`src/rtl/riscv_xstage_pkg.sv`:
```
// riscv_xstage_pkg: sequencer states and mul/div function codes for the execute stage.
package riscv_xstage_pkg;
   typedef enum logic [1:0] {IDLE, RUN, HOLD, DRAIN} state_t;
   typedef enum logic [2:0] {MUL = 3'd0, MULH, MULHSU, MULHU, MULW} mul_func_t;
   typedef enum logic [2:0] {DIV = 3'd0, DIVU, REM, REMU, DIVW, DIVUW, REMW, REMUW} div_func_t;
endpackage

```
`src/rtl/riscv_fwd_muxn.sv`:
```
// riscv_fwd_muxn: selects the register-file operand or one of N packed forwarding sources.
module riscv_fwd_muxn #(
   parameter int W = 64,
   parameter int N = 3,
   localparam int SW = $clog2(N + 1)
) (
   input  logic [W-1:0]   rf,
   input  logic [N*W-1:0] fwd,
   input  logic [SW-1:0]  sel,
   output logic [W-1:0]   y
);
   // out-of-range selects fall through to the register file
   always_comb begin
      y = rf;
      for (int k = 0; k < N; k++)
         if (int'(sel) == k + 1) y = fwd[k*W +: W];
   end
endmodule

```
`src/rtl/riscv_xstage.sv`:
```
// riscv_xstage: RV64 execute-stage forwarding, E/M result register and mul/div sequencer.
// Define RISCV_XSTAGE_DIVZERO_BYPASS_EN to complete divides by zero locally in one cycle.
module riscv_xstage
   import riscv_xstage_pkg::*;
#(
   parameter int XLEN = 64,
   parameter int NFWD = 3,
   localparam int FW = $clog2(NFWD + 1)
) (
   input  logic             i_riscv_xstage_clk,
   input  logic             i_riscv_xstage_rst,
   input  logic             i_riscv_xstage_valid,
   input  logic             i_riscv_xstage_flush,
   input  logic             i_riscv_xstage_globstall,
   input  logic [XLEN-1:0]  i_riscv_xstage_rs1data,
   input  logic [XLEN-1:0]  i_riscv_xstage_rs2data,
   input  logic [NFWD*XLEN-1:0] i_riscv_xstage_fwd_data,
   input  logic [FW-1:0]    i_riscv_xstage_fwda,
   input  logic [FW-1:0]    i_riscv_xstage_fwdb,
   input  logic             i_riscv_xstage_oprnd1sel,
   input  logic             i_riscv_xstage_oprnd2sel,
   input  logic [XLEN-1:0]  i_riscv_xstage_pc,
   input  logic [XLEN-1:0]  i_riscv_xstage_simm,
   input  logic             i_riscv_xstage_mcop,
   input  logic             i_riscv_xstage_mcdiv,
   input  logic [2:0]       i_riscv_xstage_mcfunc,
   output logic [XLEN-1:0]  o_riscv_xstage_alu_opa,
   output logic [XLEN-1:0]  o_riscv_xstage_alu_opb,
   input  logic [XLEN-1:0]  i_riscv_xstage_alu_result,
   output logic             o_riscv_xstage_mc_start,
   output logic [XLEN-1:0]  o_riscv_xstage_mc_opa,
   output logic [XLEN-1:0]  o_riscv_xstage_mc_opb,
   output logic [3:0]       o_riscv_xstage_mc_func,
   input  logic             i_riscv_xstage_mc_done,
   input  logic [XLEN-1:0]  i_riscv_xstage_mc_result,
   output logic [XLEN-1:0]  o_riscv_xstage_store_data,
   output logic [XLEN-1:0]  o_riscv_xstage_result,
   output logic             o_riscv_xstage_result_valid,
   output logic             o_riscv_xstage_stall,
   output logic             o_riscv_xstage_busy
);
   state_t state, nxt;
   logic [XLEN-1:0] rs1f, rs2f, byp_val, done_val, hold_buf;
   logic bypass, take, alu_like, mc_real, launch, done_now, capture;
   logic globstall, flush, mc_done;

   assign globstall = i_riscv_xstage_globstall;
   assign flush = i_riscv_xstage_flush;
   assign mc_done = i_riscv_xstage_mc_done;

   riscv_fwd_muxn #(.W(XLEN), .N(NFWD)) u_fwda (
      .rf(i_riscv_xstage_rs1data), .fwd(i_riscv_xstage_fwd_data), .sel(i_riscv_xstage_fwda), .y(rs1f));
   riscv_fwd_muxn #(.W(XLEN), .N(NFWD)) u_fwdb (
      .rf(i_riscv_xstage_rs2data), .fwd(i_riscv_xstage_fwd_data), .sel(i_riscv_xstage_fwdb), .y(rs2f));

   assign o_riscv_xstage_alu_opa = i_riscv_xstage_oprnd1sel ? rs1f : i_riscv_xstage_pc;
   assign o_riscv_xstage_alu_opb = i_riscv_xstage_oprnd2sel ? i_riscv_xstage_simm : rs2f;
   assign o_riscv_xstage_store_data = rs2f;

`ifdef RISCV_XSTAGE_DIVZERO_BYPASS_EN
   logic is_word, is_rem;
   assign is_word = i_riscv_xstage_mcfunc inside {DIVW, DIVUW, REMW, REMUW};
   assign is_rem = i_riscv_xstage_mcfunc inside {REM, REMU, REMW, REMUW};
   assign bypass = i_riscv_xstage_mcop & i_riscv_xstage_mcdiv & (is_word ? rs2f[31:0] == '0 : rs2f == '0);
   assign byp_val = !is_rem ? '1 : is_word ? {{(XLEN-32){rs1f[31]}}, rs1f[31:0]} : rs1f;
`else
   assign bypass = 1'b0;
   assign byp_val = '0;
`endif

   assign take = i_riscv_xstage_valid & !flush;
   assign mc_real = i_riscv_xstage_mcop & !bypass;
   assign alu_like = !mc_real;
   assign capture = (state == RUN) & mc_done & globstall & !flush;

   always_comb begin
      nxt = state;
      launch = 1'b0;
      done_now = 1'b0;
      done_val = i_riscv_xstage_mcop ? byp_val : i_riscv_xstage_alu_result;
      o_riscv_xstage_stall = 1'b0;
      case (state)
         IDLE: begin
            done_now = take & alu_like;
            o_riscv_xstage_stall = take & mc_real;
            launch = take & mc_real & !globstall;
            nxt = launch ? RUN : IDLE;
         end
         RUN: begin
            done_now = mc_done & !flush & !globstall;
            done_val = i_riscv_xstage_mc_result;
            o_riscv_xstage_stall = !flush & !(mc_done & !globstall);
            nxt = flush ? (mc_done ? IDLE : DRAIN) : mc_done ? (globstall ? HOLD : IDLE) : RUN;
         end
         HOLD: begin
            done_now = !flush & !globstall;
            done_val = hold_buf;
            o_riscv_xstage_stall = !flush & globstall;
            nxt = (flush | !globstall) ? IDLE : HOLD;
         end
         default: begin
            // the killed op is still in the unit; later mul/div ops wait for it to retire
            done_now = take & alu_like;
            o_riscv_xstage_stall = take & mc_real;
            nxt = mc_done ? IDLE : DRAIN;
         end
      endcase
   end

   always_ff @(posedge i_riscv_xstage_clk or negedge i_riscv_xstage_rst) begin
      if (!i_riscv_xstage_rst) begin
         state <= IDLE;
         o_riscv_xstage_result <= '0;
         o_riscv_xstage_result_valid <= 1'b0;
         o_riscv_xstage_mc_start <= 1'b0;
         o_riscv_xstage_mc_opa <= '0;
         o_riscv_xstage_mc_opb <= '0;
         o_riscv_xstage_mc_func <= '0;
         hold_buf <= '0;
      end else begin
         state <= nxt;
         o_riscv_xstage_mc_start <= launch;
         if (launch) begin
            o_riscv_xstage_mc_opa <= rs1f;
            o_riscv_xstage_mc_opb <= rs2f;
            o_riscv_xstage_mc_func <= {i_riscv_xstage_mcdiv, i_riscv_xstage_mcfunc};
         end
         if (capture) hold_buf <= i_riscv_xstage_mc_result;
         if (!globstall) begin
            o_riscv_xstage_result_valid <= done_now;
            if (done_now) o_riscv_xstage_result <= done_val;
         end
      end
   end

   assign o_riscv_xstage_busy = state != IDLE;
endmodule

```
`config.mk`:
```
export PLATFORM = sky130hd
export DESIGN_NAME = riscv_xstage
export DESIGN_NICKNAME = d
export VERILOG_FILES = /design/src/rtl/riscv_xstage_pkg.sv /design/src/rtl/riscv_fwd_muxn.sv /design/src/rtl/riscv_xstage.sv
export SDC_FILE = /design/constraint.sdc
export NUM_CORES = 1
export LEC_CHECK = 0
export CORE_AREA = 2 2 384 386
export CTS_BUF_LIST = sky130_fd_sc_hd__clkbuf_8 sky130_fd_sc_hd__clkbuf_16
export CTS_CLUSTER_SIZE = 24
export DETAILED_ROUTE_END_ITERATION = 6
export DIE_AREA = 0 0 386 388
export SLEW_MARGIN = 20
export SYNTH_ARGS = -nofsm -noshare
export SYNTH_HDL_FRONTEND = slang
export SYNTH_HIERARCHICAL = 1
export SYNTH_SLANG_ARGS = --single-unit
```
`constraint.sdc`:
```
create_clock -name i_riscv_xstage_clk -period 2.2 [get_ports i_riscv_xstage_clk]
set_input_delay 0.22 -clock i_riscv_xstage_clk [delete_from_list [all_inputs] [get_ports i_riscv_xstage_clk]]
set_output_delay 0.22 -clock i_riscv_xstage_clk [all_outputs]
set_load 0.005 [all_outputs]
```
==> impl_metrics.toml, run 1 <==
[pwr]
seqPwrFrac_pct = 31.0
sw_frac_of_total_pct = 31.4
p_per_area_nw_per_um2 = 723
power.leakage_nw = 13.0
peakVddDrop_mv = 0.523
p_sw_mw = 7.19
pwr-share-comb_pct = 41.1
pwr-share-clk_pct = 27.9
p_int_mw = 15.7
p_total_mw = 22.9

[synthesis]
yosys.area.top_type = "dfrtp_1"
yosys_register_bits = 264
yosys_warnings = 6
ys_seq_area_share_pct = 41.7
synth_cell_type_count = 28
syn-num-nets = 1629
avgSynthCellArea_sq_um = 15.4
synth_top_area_share_pct = 41.7
syn_inst = 1032
netlist_area_sq_um = 15900
netlist_top_cells_area = "dfrtp_1 42%, mux2_2 24%, mux4_2 17%"

[critical_path]
path_class = "primary input to output pin"
crit_arrival_ns = 2.04
cp_common_cell = "buf_6"
slowest_delay_ns = 0.71
path_max_fanout = 2
critPathSlowestCell = "mux4_2"
required_ns = 1.98
crit_path_start_kind = "primary input"
timing.critical_path.to_type = "output pin"
path_cells = "clkdlybuf4s15_2, mux4_2, buf_6, buf_6, clkdlybuf4s50_1"

[sta]
rsz0062_at_grt = "true"
period_minus_slack_ns = 2.26
slew_headroom_pct = 36.9
finalWorstSetupSlack_ns = -0.0634
fin_skew_ns = 0.0293
finalCritPeriodShare_pct = 103
slew_violations = 0
timing.fmax_ghz = 0.442
finalHoldViolations = 0
worst_slew_pin_slew_ns = 0.945
setup_violations = 4
tns_ns = -0.105
hold_ws_ns = 0.198

[cts]
cts-root-buf = "clkbuf_16"
clock-sinks = 264
clk_path_buf_depth = 3
h-tree-depth = 2
cts_made_buffers = 37
cts_tree = "done"
cts.clk_slew.worst_paths_ns = 0.06
clk_latency_ns = 0.60

[die]
dieArea_sq_um = 150000
pin_count = 985
rows = 140
core_area_sq_um = 145000
fp.dieH_microns = 388
start_util_pct = 10.9
die_w_microns = 386

[hold_path]
hp-class = "primary input to asynchronous set/reset pin"

[drt]
wl_per_cell_microns = 29.6
drtIter0Drc = 900
drt_pass1_iterations = 5
drc = 0
postRouteAntennaNets = 0
wl_mm = 123
routed_via_density = 3.78
vias = 15800

[global_routing]
gr-total-overflow = 0
grt_pass1_vias = 16400
grt_antenna_before_repair = 58
grt_max_degree = 65
grt_pass1_wl_mm = 156
grt_usage_pct = 15.6

[place]
portBuffers = 984
postPlaceCellArea_sq_um = 29300
hpwlAfterDp_mm = 102
dp_cells = 4018
gp_congestion = 0.903
dp_worst_setup_slack_ns = -0.515

[run_status]
status = "finished with violations"
violations = "setup timing"

[layout]
final_util_pct = 21.8
final_cell_area_sq_um = 31700
syn2layout_area_growth_pct = 100
instances_no_fill = 4173
final_nets = 2816
layout-drive-gt1-share_pct = 37.3

[job]
cap_viol_max_count = 0
final cells by class:
type / instances / area (sq um)
inverters: 4 / 15.0
clock buffers: 44 / 1020
well taps: 1917 / 2400
multi-input cells: 667 / 8760
flip-flops and latches: 264 / 6610
diodes: 12 / 30.0
fillers: 15600 / 114000
clock inverters: 20 / 238
repair buffers: 1245 / 12600
kinds of logic after synthesis:
family | count (synthesis) | synth area share (%)
compound gates | 135 | 7.40
fa+ha+maj | 4 | 0.316
buf+inv | 102 | 4.28
flops | 264 | 41.7
mux | 517 | 46.0
simple gates | 10 | 0.355
path summary, 6_finish.rpt:
| kind | startpoint | endpoint | slack, ns | depth (start not counted) |
|---|---|---|---|---|
| worst min register to register | o_riscv_xstage_result[17] | o_riscv_xstage_result[17] | 0.48 | 1 |
| min in group i_riscv_xstage_clk | i_riscv_xstage_mcfunc[1] | o_riscv_xstage_mc_func[1] | 0.26 | 2 |
| max in group asynchronous | i_riscv_xstage_rst | o_riscv_xstage_mc_opa[45] | 1.20 | 4 |
| worst max-delay path | i_riscv_xstage_rs2data[46] | o_riscv_xstage_store_data[46] | -0.06 | 5 |
| worst min-delay path | i_riscv_xstage_rst | o_riscv_xstage_mc_opa[48] | 0.20 | 2 |
| worst max register to register | state[0] | o_riscv_xstage_result[60] | 0.01 | 8 |
cells in the mapped netlist, drive strengths merged:
cell type  count
mux2         389
dfrtp        264
nor2b          1
a221o          1
nor3b          1
a22o         128
nor2           5
o21ai          1
a211oi         1
or3b           1
buf           54
nand4          1
o22ai          1
inv            4
mux4         128
clkbuf        44
a21o           1
ha             4
a21oi          1
nand4b         1
a21boi         1
metal layers:
layer,vias to the layer above,track usage (%),part of all wire (%)
li1,6533,-,-
met4,44,5.25,3.4
met2,815,25.8,47
met3,182,4.78,7.9
met1,8208,19.1,41
met5,-,0,0.23
timing repair:
action,CTS,global route
hold buffers,1,0
pin swaps,4,5
gates resized for setup,195,58
setup buffers,44,23
cloned,11,3
endpoints found under the hold margin,48,0
endpoints found under the setup margin,187,59
power by group through the flow:
stage	registers, mW	logic [mW]	clock network (mW)
CTS	7.10	9.50	6.68
finish	7.11	9.43	6.40
global route	7.28	9.88	6.80
detailed placement	7.17	9.32	0
global placement	7.10	9.31	0
floorplan	7.09	2.55	0
registers in the layout (all words and copies together), names as in the netlist:
register / cells
state: 2
o_riscv_xstage_result_valid: 1
o_riscv_xstage_result: 64
o_riscv_xstage_mc_start: 1
o_riscv_xstage_mc_opa: 64
o_riscv_xstage_mc_opb: 64
hold_buf: 64
o_riscv_xstage_mc_func: 4
cells in the final DEF (no fill, tap or decap), drive strengths merged, types with 3 or more instances in the layout:
cell type,count
clkdlybuf4s50,806
mux2,389
buf,274
dfrtp,264
dlygate4sd2,133
a22o,128
mux4,128
clkbuf,48
dlymetal6s2s,23
diode,12
inv,11
clkinv,8
nor2,6
bufinv,4
ha,4
bufbuf,3
worst max-delay path, delay by kind of cell:
family                 cells  cell delay [ns]
buffers and inverters      4             1.08
muxes                      1             0.71
(Power assumes the default switching activity.)
==> run 2: changes to the inputs <==
- ABC_AREA: default -> 1
- CORE_AREA: 2 2 384 386 -> 2 2 380 382
- DIE_AREA: 0 0 386 388 -> 0 0 382 384
- SETUP_SLACK_MARGIN: default -> 0.1
==> run 2 against run 1 <==
- the run now ends clean
- critical path depth rose by 6
- utilization rose by 3.8 points
- via count rose by 60%
- cell area rose by 15%
==> impl_metrics.toml, run 2 <==
[run_status]
status = "completed"

[layout]
final_nets = 4893
final_cell_area_sq_um = 36600
ff_latch_area_sq_um = 6610
instances_no_fill = 6229
nFillCells = 15700
final_common_cell = "nand2_1"
layout-drive-gt1-share_pct = 18.9
mostFrequentLayoutCells = "1,355 x nand2_1, 786 x clkdlybuf4s50_1, 364 x inv_1"
syn2layout_area_growth_pct = 96.5
final_util_pct = 25.6
multi_input_area_sq_um = 10200

[cts]
cts_tree = "done"
clk_latency_ns = 0.61
cts.clk_slew.worst_paths_ns = 0.05
cts_made_buffers = 39
cts-root-buf = "clkbuf_16"
clk_path_buf_depth = 3
clock-sinks = 264
h-tree-depth = 2

[drt]
route.met2.wl_mm = 64.4
wl_mm = 147
drtIter0Drc = 1927
wl_per_cell_microns = 23.6
drt-met1-wl_mm = 63.3
routed_via_density = 4.05
postRouteAntennaNets = 0
drt_pass1_iterations = 6
highest_layer = "met5"
vias = 25200
dr_wl_met3_mm = 12.7
drc = 0

[synthesis]
syn_inst = 3015
netlist_area_sq_um = 18600
yosys_warnings = 6
synth_edf_count = 0
netlist_top_cells_area = "dfrtp_1 35%, nand2_1 29%, nand3_1 7.9%"
avgSynthCellArea_sq_um = 6.18
synth_most_common_cell = "nand2_1"
yosys.area.top_type = "dfrtp_1"
synth_top_flop_cell = "dfrtp_1"
ys_seq_area_share_pct = 35.5
synth_top_area_share_pct = 35.5
synth_cell_type_count = 21
synthTopCellsByCount = "1,435 x nand2_1, 386 x inv_1, 295 x nand3_1, 264 x dfrtp_1, 202 x o21ai_0"
synthArstFlopShare_pct = 100
syn-num-nets = 3612
yosys_register_bits = 264

[critical_path]
path_cells = "buf_6, buf_6, nand2_8, buf_8, buf_4, bufbuf_16, nand3_1, nand3_1, nand2_2, mux2_2, clkdlybuf4s15_1"
cp_num_buf_inv = 6
crit_family = "buffers and inverters"
path_class = "primary input to output pin"
path_max_fanout = 5
critPathSlowestCell = "mux2_2"
required_ns = 1.98
crit_path_start_kind = "primary input"
slowest_delay_ns = 0.29
crit_arrival_ns = 1.90
timing.critical_path.to_type = "output pin"

[die]
core_area_sq_um = 143000
start_util_pct = 13.1
die_w_microns = 382
rows = 139
fp.dieH_microns = 384
dieArea_sq_um = 147000
pin_count = 985

[sta]
finalHoldViolations = 0
period_minus_slack_ns = 2.12
finalCritPeriodShare_pct = 96.6
slew_headroom_pct = 45.7
worst_slew_pin_slew_ns = 0.815
setup_violations = 0
rsz0062_at_grt = "true"
fin_skew_ns = 0.0396
slew_violations = 0
timing.fmax_ghz = 0.471

[global_routing]
grt_antenna_before_repair = 26
grt_pass1_vias = 25100
grt_max_degree = 86
grt_pass1_wl_mm = 198
gr-total-overflow = 0
grt_usage_pct = 19.2

[place]
portBuffers = 984
gp_congestion = 0.957
dp_cells = 6085
postPlaceCellArea_sq_um = 33700
hpwlAfterDp_mm = 120

[hold_path]
hp-class = "primary input to asynchronous set/reset pin"

[pwr]
p_per_area_nw_per_um2 = 642
power.leakage_nw = 18.5
peakVddDrop_mv = 0.709

[job]
cap_viol_max_count = 0
## run 2: cells by family after synthesis
kind of cell	count (synthesis)	synth area share, %
and+or+nand+nor	1828	39.7
buffers and inverters	589	13.6
AOI/OAI and AO/OA	266	7.14
DFF	264	35.5
muxes	64	3.87
adders and majority gates	4	0.269
## run 2: final timing paths
kind / cells after the start / slack, ns / end / startpoint
min in group i_riscv_xstage_clk: 3 / 0.15 / o_riscv_xstage_mc_func[1] / i_riscv_xstage_mcfunc[1]
min reg2reg: 2 / 0.47 / o_riscv_xstage_result[52] / o_riscv_xstage_result[52]
max in group asynchronous: 4 / 1.16 / o_riscv_xstage_mc_opa[31] / i_riscv_xstage_rst
max: 11 / 0.08 / o_riscv_xstage_alu_opa[44] / i_riscv_xstage_fwda[0]
min: 2 / 0.13 / o_riscv_xstage_mc_opa[17] / i_riscv_xstage_rst
max reg2reg: 11 / 0.25 / o_riscv_xstage_result[54] / state[1]
## run 2: stage by stage
step / hold slack (ns) / setup slack [ns] / setup TNS, ns / power, mW
final: 0.128 / 0.0753 / 0 / 23.5
after global routing: 0.123 / 0.0212 / 0 / 24.8
after CTS: 0.0905 / -0.0113 / -0.0113 / 23.7
after detailed placement: 0.170 / -0.954 / -95.96 / 16.2
after global placement: 0.159 / -0.920 / -93.23 / 16.2
after floorplan: -0.0756 / 0.591 / 0 / 9.24
## run 2: worst register-to-register path: cells and delay by family (launching register included)
family / cells / cell delay [ns]
fa+ha+maj: 1 / 0.21
simple gates: 6 / 0.63
flops: 1 / 0.41
buf+inv: 4 / 0.60
## run 2: cell type report
cell class	count	area share, %
flip-flops and latches	264	18.0
clock buffers	48	3.03
diodes	5	0.0342
inverters	394	4.16
repair buffers	1435	39.6
clock inverters	18	0.810
multi-input cells	2162	27.8
well taps	1903	6.50
## run 2: where the power goes
| part | switching [mW] | internal, mW | total [mW] | leakage, nW |
|---|---|---|---|---|
| clock network | 2.70 | 4.39 | 7.10 | 0.688 |
| logic | 4.68 | 4.97 | 9.66 | 14.5 |
| registers | 0.691 | 6.05 | 6.74 | 3.32 |
## run 2: metal layers
| metal | up-vias | track usage [%] |
|---|---|---|
| met3 | 229 | 5.25 |
| met5 | - | 0 |
| met1 | 12000 | 25.0 |
| li1 | 11800 | - |
| met4 | 22 | 7.35 |
| met2 | 1205 | 30.0 |
## run 2: repair_timing
action                                 CTS  global route
pin swaps                               45            27
endpoints found under the hold margin   99             0
gates resized for setup                394            93
setup endpoints to repair              196           113
buffers inserted                        44            19
cloned                                   9             0
hold buffers                             1             0
==> run 3: changes to the inputs <==
- SKIP_LAST_GASP: default -> 1
==> run 3 against run 2 <==
- setup slack got worse by 0.020 ns
- clock power barely moved
- cell area rose by 0.41%
- largest power group unchanged
- via count barely moved
- register-to-register slack barely moved
- non-clock buffer count rose by 8
- global-route usage barely moved
- clock-buffer cell count did not move
- highest routed layer unchanged
- clock skew rose by 0.0036 ns
- sequential share of layout area fell by 0.074 points
- combinational power rose by 0.4%
==> impl_metrics.toml, run 3 (synthesis gave the netlist of run 2 again) <==
[global_routing]
grt_pass1_wl_mm = 198
grt_usage_pct = 19.2
grt_antenna_before_repair = 30
grt_pass1_vias = 25000
grt_max_degree = 86
gr-total-overflow = 0

[critical_path]
startpoint = "i_riscv_xstage_fwda[0]"
crit_arrival_ns = 1.92
path_class = "primary input to output pin"
r2r_slack_ns = 0.24
crit_path_start_kind = "primary input"
crit_end = "o_riscv_xstage_alu_opa[12]"
required_ns = 1.98
r2r-end = "o_riscv_xstage_result[24]"
timing.critical_path.to_type = "output pin"
path_max_fanout = 7
r2r_cells = 10
r2r_start = "state[1]"

[pwr]
pwr-share-clk_pct = 30.1
power.leakage_nw = 18.7
p_per_area_nw_per_um2 = 640
sw_frac_of_total_pct = 34.4
pwr-share-comb_pct = 41.2
p_sw_mw = 8.10
p_int_mw = 15.4
peakVddDrop_mv = 0.709
seqPwrFrac_pct = 28.6

[layout]
instances_no_fill = 6239
syn2layout_area_growth_pct = 97.3
final_util_pct = 25.8
final_cell_area_sq_um = 36800
final_common_cell = "nand2_1"
layout-drive-gt1-share_pct = 19.1
final_nets = 4901
mostFrequentLayoutCells = "1,353 x nand2_1, 784 x clkdlybuf4s50_1, 364 x inv_1"
nFillCells = 15700

[sta]
finalHoldViolations = 0
period_minus_slack_ns = 2.14
slew_headroom_pct = 46.5
rsz0062_at_grt = "true"
worst_slew_pin_slew_ns = 0.803
setup_violations = 0
fin_skew_ns = 0.0432
finalWorstSetupSlack_ns = 0.0550
slew_violations = 0
hold_ws_ns = 0.131
timing.fmax_ghz = 0.466
finalCritPeriodShare_pct = 97.5

[drt]
wl_per_cell_microns = 23.8
wl_mm = 148
drt-met1-wl_mm = 63.7
highest_layer = "met5"
route.met2.wl_mm = 64.9
dr_wl_met3_mm = 13.1
drc = 0
postRouteAntennaNets = 0
drt_pass1_iterations = 5
vias = 25200
drtIter0Drc = 1975
routed_via_density = 4.04

[die]
fp.dieH_microns = 384
core_area_sq_um = 143000
dieArea_sq_um = 147000
rows = 139
die_w_microns = 382
pin_count = 985
start_util_pct = 13.1

[run_status]
status = "completed"

[cts]
h-tree-depth = 2
clk_path_buf_depth = 3
cts_made_buffers = 39
clk_latency_ns = 0.61
cts-root-buf = "clkbuf_16"
cts_tree = "done"
cts.clk_slew.worst_paths_ns = 0.05
clock-sinks = 264

[hold_path]
hp-class = "primary input to asynchronous set/reset pin"

[place]
dp_worst_setup_slack_ns = -0.954
gp_congestion = 0.957
portBuffers = 984
hpwlAfterDp_mm = 120
dp_cells = 6085
postPlaceCellArea_sq_um = 33700

[job]
cap_viol_max_count = 0
-- run 3: cell types whose count changed in the layout (fill, tap and decap cells not counted), sizes merged --
cell / delta
clkdlybuf4s50: -2
buf: -2
diode: +2
clkbuf: +14
clkdlybuf4s15: -4
dlygate4sd2: -9
dlymetal6s2s: +11
-- run 3: repair_timing --
item	4_1_cts	5_1_grt
endpoints found under the setup margin	196	135
gates cloned	9	3
hold buffers	1	0
hold endpoints to repair	99	0
resized for setup	337	158
pin swaps	36	37
buffers inserted	44	24
-- run 3: layer usage --
layer	GRT usage, %	vias to the layer above
li1	-	11800
met1	25.0	11900
met2	30.0	1240
met3	5.27	237
met4	7.39	18
met5	0	-
-- run 3: area by class of cell --
class                   instances  area, sq um  area share (%)
multi-input cells            2162        10200            27.7
clock inverters                18          297           0.807
well taps                    1903         2380            6.48
repair buffers               1443        14600            39.8
flip-flops and latches        264         6610            18.0
clock buffers                  48         1110            3.02
inverters                     394         1530            4.17
diodes                          7         17.5          0.0476
-- run 3: worst min-delay path by stage --
stage / from / to / slack [ns]
2_1_floorplan: i_riscv_xstage_rst / hold_buf[0] / -0.08
3_3_place_gp: i_riscv_xstage_rst / o_riscv_xstage_mc_opa[17] / 0.16
4_1_cts: i_riscv_xstage_mcfunc[1] / o_riscv_xstage_mc_func[1] / 0.09
6_report: i_riscv_xstage_rst / o_riscv_xstage_mc_opa[17] / 0.13
5_1_grt: i_riscv_xstage_rst / o_riscv_xstage_mc_opa[17] / 0.12
3_5_place_dp: i_riscv_xstage_rst / o_riscv_xstage_mc_opa[17] / 0.17
-- run 3: metrics by stage --
| stage | power, mW | TNS (ns) |
|---|---|---|
| after floorplan | 9.24 | 0 |
| after global placement | 16.2 | -93.23 |
| after detailed placement | 16.2 | -95.96 |
| after CTS | 23.7 | -0.114 |
| after global routing | 24.8 | 0 |
| final | 23.5 | 0 |
-- run 3: worst max-delay path: stages --
cell and delay (ns):
buf_6 0.11, buf_6 0.13, nand2_8 0.14, buf_12 0.13, buf_16 0.14, buf_12 0.12, buf_4 0.10, nand3_1 0.10
nand3_1 0.09, nand2_1 0.09, mux2_2 0.27, dlygate4sd2_1 0.26
-- run 3: power groups by stage --
| stage | Sequential [mW] | Combinational (mW) | Clock [mW] |
|---|---|---|---|
| CTS | 6.74 | 9.67 | 7.33 |
| global placement | 6.75 | 9.47 | 0 |
| finish | 6.75 | 9.70 | 7.10 |
| floorplan | 6.76 | 2.48 | 0 |
| global route | 6.89 | 10.4 | 7.50 |
| detailed placement | 6.79 | 9.45 | 0 |
